### config.mk
export PLATFORM = sky130hd
export DESIGN_NAME = mem_port_arbiter
export DESIGN_NICKNAME = d
export VERILOG_FILES = /design/src/rtl/mem_arb_pkg.sv /design/src/rtl/rr_pick_2.sv /design/src/rtl/mem_port_arbiter.sv
export SDC_FILE = /design/constraint.sdc
export NUM_CORES = 1
export LEC_CHECK = 0
export CORE_AREA = 2 2 127 129
export DETAILED_ROUTE_END_ITERATION = 16
export DIE_AREA = 0 0 129 131
export PLACE_DENSITY = 0.81
export SYNTH_ARGS = -nofsm -noshare
export SYNTH_HDL_FRONTEND = slang
export SYNTH_SLANG_ARGS = --single-unit
### constraint.sdc
create_clock -name clk -period 13.3 [get_ports clk]
set_clock_uncertainty 0.2 [all_clocks]
set_input_delay 1.33 -clock clk [delete_from_list [all_inputs] [get_ports clk]]
set_output_delay 1.33 -clock clk [all_outputs]
set_load 0.02 [all_outputs]
### src/rtl/mem_arb_pkg.sv
// mem_arb_pkg: shared state encoding and port constants for the ROM port arbiter.
package mem_arb_pkg;
  typedef enum logic [1:0] {IDLE, WAIT, RESP} state_e;
  localparam int PORT_FETCH = 0;
  localparam int PORT_DATA = 1;
  localparam int NUM_PORTS = 2;
  localparam int CNT_W = 3;
endpackage

### src/rtl/rr_pick_2.sv
// rr_pick_2: two-way round-robin selector; on contention the port other than last wins.
module rr_pick_2
  import mem_arb_pkg::*;
(
  input  logic [NUM_PORTS-1:0] req,
  input  logic                 last,
  output logic [NUM_PORTS-1:0] win
);
  always_comb win = &req ? (last ? 2'b01 : 2'b10) : req;
endmodule

### src/rtl/mem_port_arbiter.sv
// mem_port_arbiter: shares the genrom read port between fetch and data requesters,
// sequencing one transaction at a time through the ROM read latency.
module mem_port_arbiter
  import mem_arb_pkg::*;
#(
  parameter int MEM_ADDR  = 4,
  parameter int MEM_EXTRA = 4,
  parameter int ROM_LAT   = 1
) (
  input  logic                          clk,
  input  logic                          reset,
  input  logic [NUM_PORTS-1:0]          req,
  input  logic [MEM_ADDR:0]             addr0,
  input  logic [MEM_ADDR:0]             addr1,
  input  logic [MEM_EXTRA-1:0]          extra0,
  input  logic [MEM_EXTRA-1:0]          extra1,
  input  logic [MEM_ADDR:0]             code_lo,
  input  logic [MEM_ADDR:0]             code_hi,
  input  logic [MEM_ADDR:0]             data_lo,
  input  logic [MEM_ADDR:0]             data_hi,
  output logic [NUM_PORTS-1:0]          gnt,
  output logic [NUM_PORTS-1:0]          rvalid,
  output logic [(2**MEM_EXTRA)*8-1:0]   rdata,
  output logic                          rerror,
  output logic [MEM_ADDR:0]             mem_addr,
  output logic [MEM_EXTRA-1:0]          mem_extra,
  output logic [MEM_ADDR:0]             rom_lower_bound,
  output logic [MEM_ADDR:0]             rom_upper_bound,
  input  logic [(2**MEM_EXTRA)*8-1:0]   mem_data,
  input  logic                          mem_error,
  output logic                          busy
);
  localparam int DW = (2**MEM_EXTRA)*8;
  state_e               state_q, state_d;
  logic                 last_q, last_d, win_q, win_d;
  logic [MEM_ADDR:0]    addr_q, addr_d, lo_q, lo_d, hi_q, hi_d;
  logic [MEM_EXTRA-1:0] extra_q, extra_d;
  logic [CNT_W-1:0]     cnt_q, cnt_d;
  logic [DW-1:0]        rdata_q, rdata_d;
  logic                 rerror_q, rerror_d;
  logic [NUM_PORTS-1:0] pick;
  logic                 take, win_idx, last_beat;
  rr_pick_2 u_pick (.req(req), .last(last_q), .win(pick));
  // A grant is possible in IDLE and in the RESP cycle, never while waiting on the ROM.
  assign take      = (state_q != WAIT) && |req && !reset;
  assign win_idx   = pick[PORT_DATA];
  assign last_beat = (state_q == WAIT) && (cnt_q == CNT_W'(1));
  always_ff @(posedge clk or posedge reset) begin
    if (reset) state_q <= IDLE;
    else state_q <= state_d;
  end
  always_comb begin
    state_d = take ? WAIT : IDLE;
    if (state_q == WAIT) state_d = last_beat ? RESP : WAIT;
  end
  always_comb begin
    gnt             = take ? pick : '0;
    rvalid          = (state_q == RESP) ? (win_q ? 2'b10 : 2'b01) : '0;
    mem_addr        = (state_q == WAIT) ? addr_q : '0;
    mem_extra       = (state_q == WAIT) ? extra_q : '0;
    rom_lower_bound = (state_q == WAIT) ? lo_q : '0;
    rom_upper_bound = (state_q == WAIT) ? hi_q : '0;
    busy            = state_q != IDLE;
  end
  assign rdata  = rdata_q;
  assign rerror = rerror_q;
  always_comb begin
    win_d    = take ? win_idx : win_q;
    last_d   = take ? win_idx : last_q;
    addr_d   = take ? (win_idx ? addr1 : addr0) : addr_q;
    extra_d  = take ? (win_idx ? extra1 : extra0) : extra_q;
    lo_d     = take ? (win_idx ? data_lo : code_lo) : lo_q;
    hi_d     = take ? (win_idx ? data_hi : code_hi) : hi_q;
    cnt_d    = take ? CNT_W'(ROM_LAT) : (state_q == WAIT) ? cnt_q - CNT_W'(1) : cnt_q;
    rdata_d  = last_beat ? mem_data : rdata_q;
    rerror_d = last_beat ? mem_error : rerror_q;
  end
  always_ff @(posedge clk or posedge reset) begin
    if (reset) begin
      last_q   <= 1'b1;
      win_q    <= 1'b0;
      addr_q   <= '0;
      extra_q  <= '0;
      lo_q     <= '0;
      hi_q     <= '0;
      cnt_q    <= '0;
      rdata_q  <= '0;
      rerror_q <= 1'b0;
    end else begin
      last_q   <= last_d;
      win_q    <= win_d;
      addr_q   <= addr_d;
      extra_q  <= extra_d;
      lo_q     <= lo_d;
      hi_q     <= hi_d;
      cnt_q    <= cnt_d;
      rdata_q  <= rdata_d;
      rerror_q <= rerror_d;
    end
  end
endmodule

Word level (Yosys, flattened, before mapping)
Cells that the tools add are included.
{"block": "op_classes", "n_eq_ne": 4, "n_addsub": 1, "mux": 18, "reduce_logical": 8}
{"operator": "5-bit 2-to-1 mux", "count": 6}
{"operator": "2-bit 2-to-1 mux", "count": 7}
{"operator": "4-bit 2-to-1 mux", "count": 2}
{"operator": "3-bit 2-to-1 mux", "count": 2}
{"operator": "2-bit nonzero test", "count": 2}
{"operator": "3-bit by 1-bit equality test with 1-bit output, second input constant", "count": 1}
{"operator": "1-bit logical AND", "count": 3}
{"operator": "3-bit by 1-bit subtractor with 3-bit output, second input constant", "count": 1}
{"operator": "2-bit by 1-bit equality test with 1-bit output, second input constant", "count": 1}
{"operator": "2-bit equality test, second input constant", "count": 1}
{"operator": "2-bit by 1-bit != test with 1-bit output, second input constant", "count": 1}
{"operator": "2-bit AND reduction", "count": 1}
{"operator": "2-bit OR reduction", "count": 1}
{"operator": "1-bit logical NOT", "count": 1}
{"operator": "1-bit 2-to-1 mux", "count": 1}
{"block": "totals", "out_inout_bits": 153, "register_bits": 155}

Longest topological paths before layout
Gate-level depths: netlist (run 1).
{"block": "logic_depth", "ltp_word": 5, "ltp_mapped": 6}

By module
A second synthesis (run 1) with hierarchy kept.
{"block": "unflattened", "cells_unflattened": 389, "hier_area_um2": 6228.5}
{"module": "mem_port_arbiter", "seq_area_each_um2": 3880.0, "area_each_um2": 6209.7, "n_inst": 1, "cells_per_inst": 386}
{"module": "rr_pick_2", "seq_area_each_um2": 0.0, "area_each_um2": 18.8, "n_inst": 1, "cells_per_inst": 3}

Least setup slack after synthesis (run 1)
OpenSTA, ideal clock, no wires.
{"block": "synth_path", "path_kind": "input-to-output", "start": "input req[1]", "end": "output gnt[0]", "arrival_ns": 2.418, "required_time_ns": 11.770, "path_slack_ns": 9.352, "cell_stages": 3, "n_path_buf": 1, "path_cell_list": "a21boi_1 -> buf_2 -> nor4b_1"}
{"block": "synth_via", "elab_chain_len": 4}
{"item": "from (decl)", "line_no": "mem_port_arbiter.sv:12", "rtl": "input logic [NUM_PORTS-1:0] req,"}
{"item": "2-bit OR reduction", "line_no": "mem_port_arbiter.sv:45", "rtl": "assign take = (state_q != WAIT) && |req && !reset;"}
{"item": "1-bit logical AND (2 in a row)", "line_no": "mem_port_arbiter.sv:45"}
{"item": "2-bit 2-to-1 mux *", "line_no": "mem_port_arbiter.sv:57", "rtl": "gnt = take ? pick : '0;"}
{"item": "to (decl)", "line_no": "mem_port_arbiter.sv:21", "rtl": "output logic [NUM_PORTS-1:0] gnt,"}
Every way passes the cells marked *; elsewhere a longest branch is shown, timed or not.

Final worst setup path (run 1)
{"block": "layout_path", "start": "input reset", "end": "output gnt[1]"}
{"block": "layout_via", "elab_chain_len": 3}
{"item": "from (decl)", "line_no": "mem_port_arbiter.sv:11", "rtl": "input logic reset,"}
{"item": "1-bit logical NOT (no source line)"}
{"item": "1-bit logical AND", "line_no": "mem_port_arbiter.sv:45"}
{"item": "2-bit 2-to-1 mux", "line_no": "mem_port_arbiter.sv:57"}
No other way between the ends.

==> results of run 1 <==
[metrics by stage]
stage               hold slack [ps]  setup slack [ps]
floorplan                     243.1              7594
global placement              261.7              7970
detailed placement            268.2              7931
CTS                           279.6              7918
global route                  300.4              7785
finish                        275.4              7950
[area by class of cell]
type	count	area (µm²)	area share
Clock buffer	19	452.9	0.04446
Clock inverter	13	117.6	0.01155
Inverter	3	16.27	0.001597
Multi-Input combinational cell	209	2187	0.2147
Sequential cell	155	3880	0.3809
Tap cell	216	270.3	0.02653
Timing Repair Buffer	327	3263	0.3203
[metal layers]
metal / track usage / vias up
met5: 0 / -
met4: 0.07992 / 0
met3: 0.08306 / 34
met2: 0.3517 / 195
met1: 0.1986 / 2159
li1: - / 2009
[power by group through the flow]
stage / sequential (µW) / combinational [µW] / clock [µW]
after floorplan: 1090 / 504 / 0
after global placement: 835 / 1340 / 0
after detailed placement: 856 / 1380 / 0
after CTS: 851 / 1380 / 476
after global routing: 879 / 1450 / 497
final: 847 / 1360 / 463
[critical path, delay by kind of cell]
| kind | cells | cell delay, ps |
|---|---|---|
| buffers and inverters | 2 | 1100 |
| AOI/OAI and AO/OA | 1 | 280 |
| and+or+nand+nor | 2 | 1120 |
[cell usage after synthesis, types with 2 or more instances]
library cell / number
dfrtp_1: 154
mux2_2: 79
buf_2: 8
buf_6: 9
ha_1: 2
a21oi_1: 2
clkbuf_1: 2
mux2_1: 90
nor2_1: 2
and2_1: 20
inv_1: 3
[registers in the layout, indices dropped and copies added (netlist names)]
signal and count:
extra_q 4, cnt_q 3, lo_q 5, win_q 1
state_q 2, rdata 128, hi_q 5, rerror 1
last_q 1, addr_q 5
[cell families (layout without fill, tap and decap cells)]
family,after synthesis,in the layout
mux,169,169
flops,155,155
simple gates,32,32
buf+inv,23,362
compound gates,5,5
fa+ha+maj,2,2
xor+xnor,1,1
[final timing paths]
path,startpoint,end,depth (start not counted),slack (ps)
max in group asynchronous,reset,rdata[17]$_DFFE_PP0P_,3,10140
setup reg to reg,state_q[0]$_DFF_PP0_,hi_q[0]$_DFFE_PP0P_,4,10910
hold reg to reg,cnt_q[0]$_DFFE_PP0P_,cnt_q[0]$_DFFE_PP0P_,1,280
hold / removal,cnt_q[0]$_DFFE_PP0P_,cnt_q[0]$_DFFE_PP0P_,1,280
setup / recovery,reset,gnt[1],5,7950
min in group asynchronous,reset,hi_q[4]$_DFFE_PP0P_,2,1220
==> run metrics, run 1 <==
cell mode on critical path clkdlybuf4s50_1; CP Capture Type output port; share of the core filled with cells 0.6531; core area 15,600 µm²; Reg clk slew, reported paths 60 ps; total power 2674 µW; Top Layer Used met4; Max VDD drop 0.1366 mV; RSZ-0062 raised after global routing no; chip width 129 µm; Placed Instance Area 9617 µm²; fillers 1,128; Post-synth EDFFs 0; Int Power 1707 µW; Post-CTS Setup Bufs 0; critical path's slowest cell nor2_2; proportion of power drawn by combinational gates 0.510; final period utilization 0.4023; drt first pass iters 4; Setup TNS 0 ps; most frequent cells in the layout clkdlybuf4s50_1 (323), dfrtp_1 (154), mux2_1 (90); asr flop ratio synth 1.000; relative slew slack 0.2094; Top-Level Pins 324; met2 WL post-DR 8879 µm; Final min period 5350 ps; Post-Syn Area 6222 µm²; worst slew pin tran 1179 ps; Post-Route M1 WL 5858 µm; synthesized area per cell 16.08 µm²; post-synthesis sequential element count 155; Compound-Gate Fraction of Synth Area 0.004826; Die Area 16,900 µm²; Synth area leader dfrtp_1; number of global-route vias before repair 4,930; Synth Area in Adders 0.004022; clk buf depth 2; fin nets 886; largest net degree at the start of global routing 85; CTS tree built; 1st-iter DRT viols 151; GRT Overall Usage 0.1946; clock sink count 155; cts hold-fix bufs 0; largest family of logic cells by synthesized area multiplexers; post-synthesis xor/xnor area fraction 0.001408; static leakage 0.004166 µW; post-placement cell count 910; vias post-DR 4,397; Slew Viols, Final 0; wire length per cell 17.68 µm; max incr delay on CP 880 ps; final hold viol count 0; top cells by area, synth dfrtp_1 (62%), mux2_1 (16%), mux2_2 (14%); top_reg_cell synth dfrtp_1; kind of critical path input port to output port; FP Rows 46; Die Y 131 µm; DRC viols 0; worst hold path type flop to flop; Vias/cell 4.668; worst path required time 11,770 ps; Placer Congestion 0.7682; Max-Cap Viols 0; Layout area overhead 63.72%; Synth Instances 387; Reg power frac 0.317; proportion of synthesized area in mux cells 0.3059; antenna fix cells 0; share of the synthesized area in the top cell type 0.6193; Synth Warn # 0; sequential share of the synthesized area 0.6236; post-cts resize count 0; H-tree depth 4; layout cells sized above 1 0.1667; clock power share 0.173; root buffer cell clkbuf_16; Initial Util 0.3989; DRT Wirelength 16,660 µm; Post-Synth Simple-Gate Area 0.03338; outcome completed; grt ovf 0; Netlist cell types 27; Finished Layout Cells 942; antenna violations before repair 0; commonest non-fill, non-tap cell in the layout clkdlybuf4s50_1; final setup violating endpoints 0; IO buf count 323; crit-path cells clkdlybuf4s50_1 > o21bai_1 > nor2_2 > and2_1 > clkdlybuf4s50_1; CTS Buf Count 17; power density over cell area 262.5 nW/µm²; critical path launch point type input port; max frequency 0.1869 GHz; met3 WL 1483 µm; Worst Path Arrival 3820 ps; Skew-Pair Late Insertion Delay 410 ps; Net Count, Synth 560; Final Instance Area 10,190 µm²; first-pass GRT wire length 25,190 µm; largest fanout on the critical path 23; post-DP HPWL 12,280 µm; Net Sw Power 966.5 µW; DRT antenna net count 0; Sw Ratio 0.3615
No activity file was read; power rests on OpenSTA's default activity.
==> inputs of run 2 (changes only) <==
--- a/config.mk
+++ b/config.mk
@@ -5,9 +5,10 @@
 export SDC_FILE = /design/constraint.sdc
 export NUM_CORES = 1
 export LEC_CHECK = 0
-export CORE_AREA = 2 2 127 129
+export CORE_ASPECT_RATIO = 1.4
+export CORE_MARGIN = 2
+export CORE_UTILIZATION = 40
 export DETAILED_ROUTE_END_ITERATION = 16
-export DIE_AREA = 0 0 129 131
 export PLACE_DENSITY = 0.81
 export SYNTH_ARGS = -nofsm -noshare
 export SYNTH_HDL_FRONTEND = slang
==> constraint.sdc (replaced) <==
create_clock -name clk -period 5.55 [get_ports clk]
set_clock_uncertainty 0.2 [all_clocks]
set_input_delay 0.555 -clock clk [delete_from_list [all_inputs] [get_ports clk]]
set_output_delay 0.555 -clock clk [all_outputs]
set_load 0.02 [all_outputs]
==> run metrics, run 2 (synthesized netlist as in run 1, its figures left out) <==
final setup violating endpoints 0; RSZ-0062 raised after global routing no; critical path endpoint rom_lower_bound[4]; Int Power 4157 µW; clk buf depth 2; largest net degree at the start of global routing 103; Sw Ratio 0.3597; DRC viols 0; critical path's slowest cell nor2b_1; min-delay src rdata[62]$_DFFE_PP0P_; worst reg2reg path depth 4; setup ws final 2054 ps; worst path required time 4800 ps; Skew-Pair Late Insertion Delay 400 ps; post-cts resize count 0; final period utilization 0.6299; Levels on crit path 3; antenna fix cells 0; chip width 109.4 µm; Net Sw Power 2335 µW; 1st-iter DRT viols 82; critical path launch point type flop; DRT Wirelength 17,330 µm; max frequency 0.2860 GHz; IO buf count 323; GRT Overall Usage 0.2060; core area 15,120 µm²; RR Endpoint rdata[23]$_DFFE_PP0P_; Critical R2R Launch state_q[1]$_DFF_PP0_; commonest non-fill, non-tap cell in the layout clkdlybuf4s50_1; max incr delay on CP 1010 ps; Die Y 151.6 µm; proportion of power drawn by combinational gates 0.505; Layout area overhead 63.70%; cts hold-fix bufs 0; Finished Layout Cells 917; number of global-route vias before repair 4,907; Reg clk slew, reported paths 60 ps; first-pass GRT wire length 25,560 µm; final hold viol count 0; Max VDD drop 0.3068 mV; wire length per cell 18.90 µm; Crit path buffers/inverters 1; Worst Path Arrival 2740 ps; kind of critical path flop to output port; static leakage 0.004186 µW; Reg power frac 0.315; CP Capture Type output port; clock power share 0.180; Setup TNS 0 ps; CTS Buf Count 17; post-DP HPWL 13,230 µm; fin nets 887; antenna violations before repair 0; layout cells sized above 1 0.1655; Placer Congestion 0.7627; Post-Place Worst Slack 2253 ps; root buffer cell clkbuf_16; clock sink count 155; DRT antenna net count 0; Final min period 3496 ps; Slew Viols, Final 0; grt ovf 0; FP Rows 53; crit-path leading delay family simple AND/OR/NAND/NOR gates; largest fanout on the critical path 22; crit-path cells nor2b_1 > and2_1 > clkdlybuf4s50_1; R2R Setup Slk 3000 ps; total power 6492 µW; outcome completed; drt first pass iters 4; Initial Util 0.4115; flip-flop count of the largest register after layout 128; crit path launch state_q[0]$_DFF_PP0_; Max-Cap Viols 0; power density over cell area 637.3 nW/µm²; CTS tree built; Top-Level Pins 324; Vias/cell 4.836; H-tree depth 4; worst hold path type flop to flop; vias post-DR 4,435; most frequent cells in the layout clkdlybuf4s50_1 (323), dfrtp_1 (154), mux2_1 (90); worst slew pin tran 1273 ps; worst hold slack 282.7 ps; Die Area 16,580 µm²; relative slew slack 0.1498; fillers 1,105; post-placement cell count 887; Post-CTS Setup Bufs 0
-- run 2: cell count changes in the layout (fill, tap and decap cells not counted), sizes merged --
| cell | change |
|---|---|
| clkinv | -3 |
| inv | +3 |
| bufinv | +2 |
| clkbuf | -2 |
| clkinvlp | -2 |
| buf | +1 |
-- run 2: routing by layer --
metal  global-route usage  share of wire  vias up  wire, µm
met4              0.07342          0.019        0       336
met1               0.2053           0.34     2227      5817
met3              0.06416          0.074       20      1274
met5                    0              0        -         0
met2               0.3935           0.57      181      9904
li1                     -              -     2007         -
-- run 2: worst min path at each step --
stage                                 end  depth (start not counted)
CTS                 rdata[80]$_DFFE_PP0P_                          1
floorplan            cnt_q[0]$_DFFE_PP0P_                          1
global route        rdata[76]$_DFFE_PP0P_                          1
global placement     cnt_q[0]$_DFFE_PP0P_                          1
detailed placement  rdata[66]$_DFFE_PP0P_                          1
finish              rdata[62]$_DFFE_PP0P_                          1
-- run 2: power groups by stage --
stage / registers (µW) / clock network (µW) / logic, µW
floorplan: 2600 / 0 / 1210
global placement: 2020 / 0 / 3230
detailed placement: 2060 / 0 / 3310
CTS: 2050 / 1200 / 3320
global route: 2120 / 1250 / 3460
finish: 2040 / 1170 / 3280
-- run 2: layout make-up --
class	instances	area, µm²	area share
clock buffer	17	425.4	0.04176
clock inverter	13	166.4	0.01634
inverter	3	16.27	0.001597
multi-input combinational	209	2187	0.2147
sequential	155	3880	0.3809
tap	192	240.2	0.02358
timing repair buffer	328	3271	0.3211
-- run 2: per-stage QoR --
step	util	instance area, µm²
final	0.6737	10190
after global routing	0.6737	10190
after CTS	0.6737	10190
after detailed placement	0.6346	9594
after global placement	0.6346	9594
after floorplan	-	6222
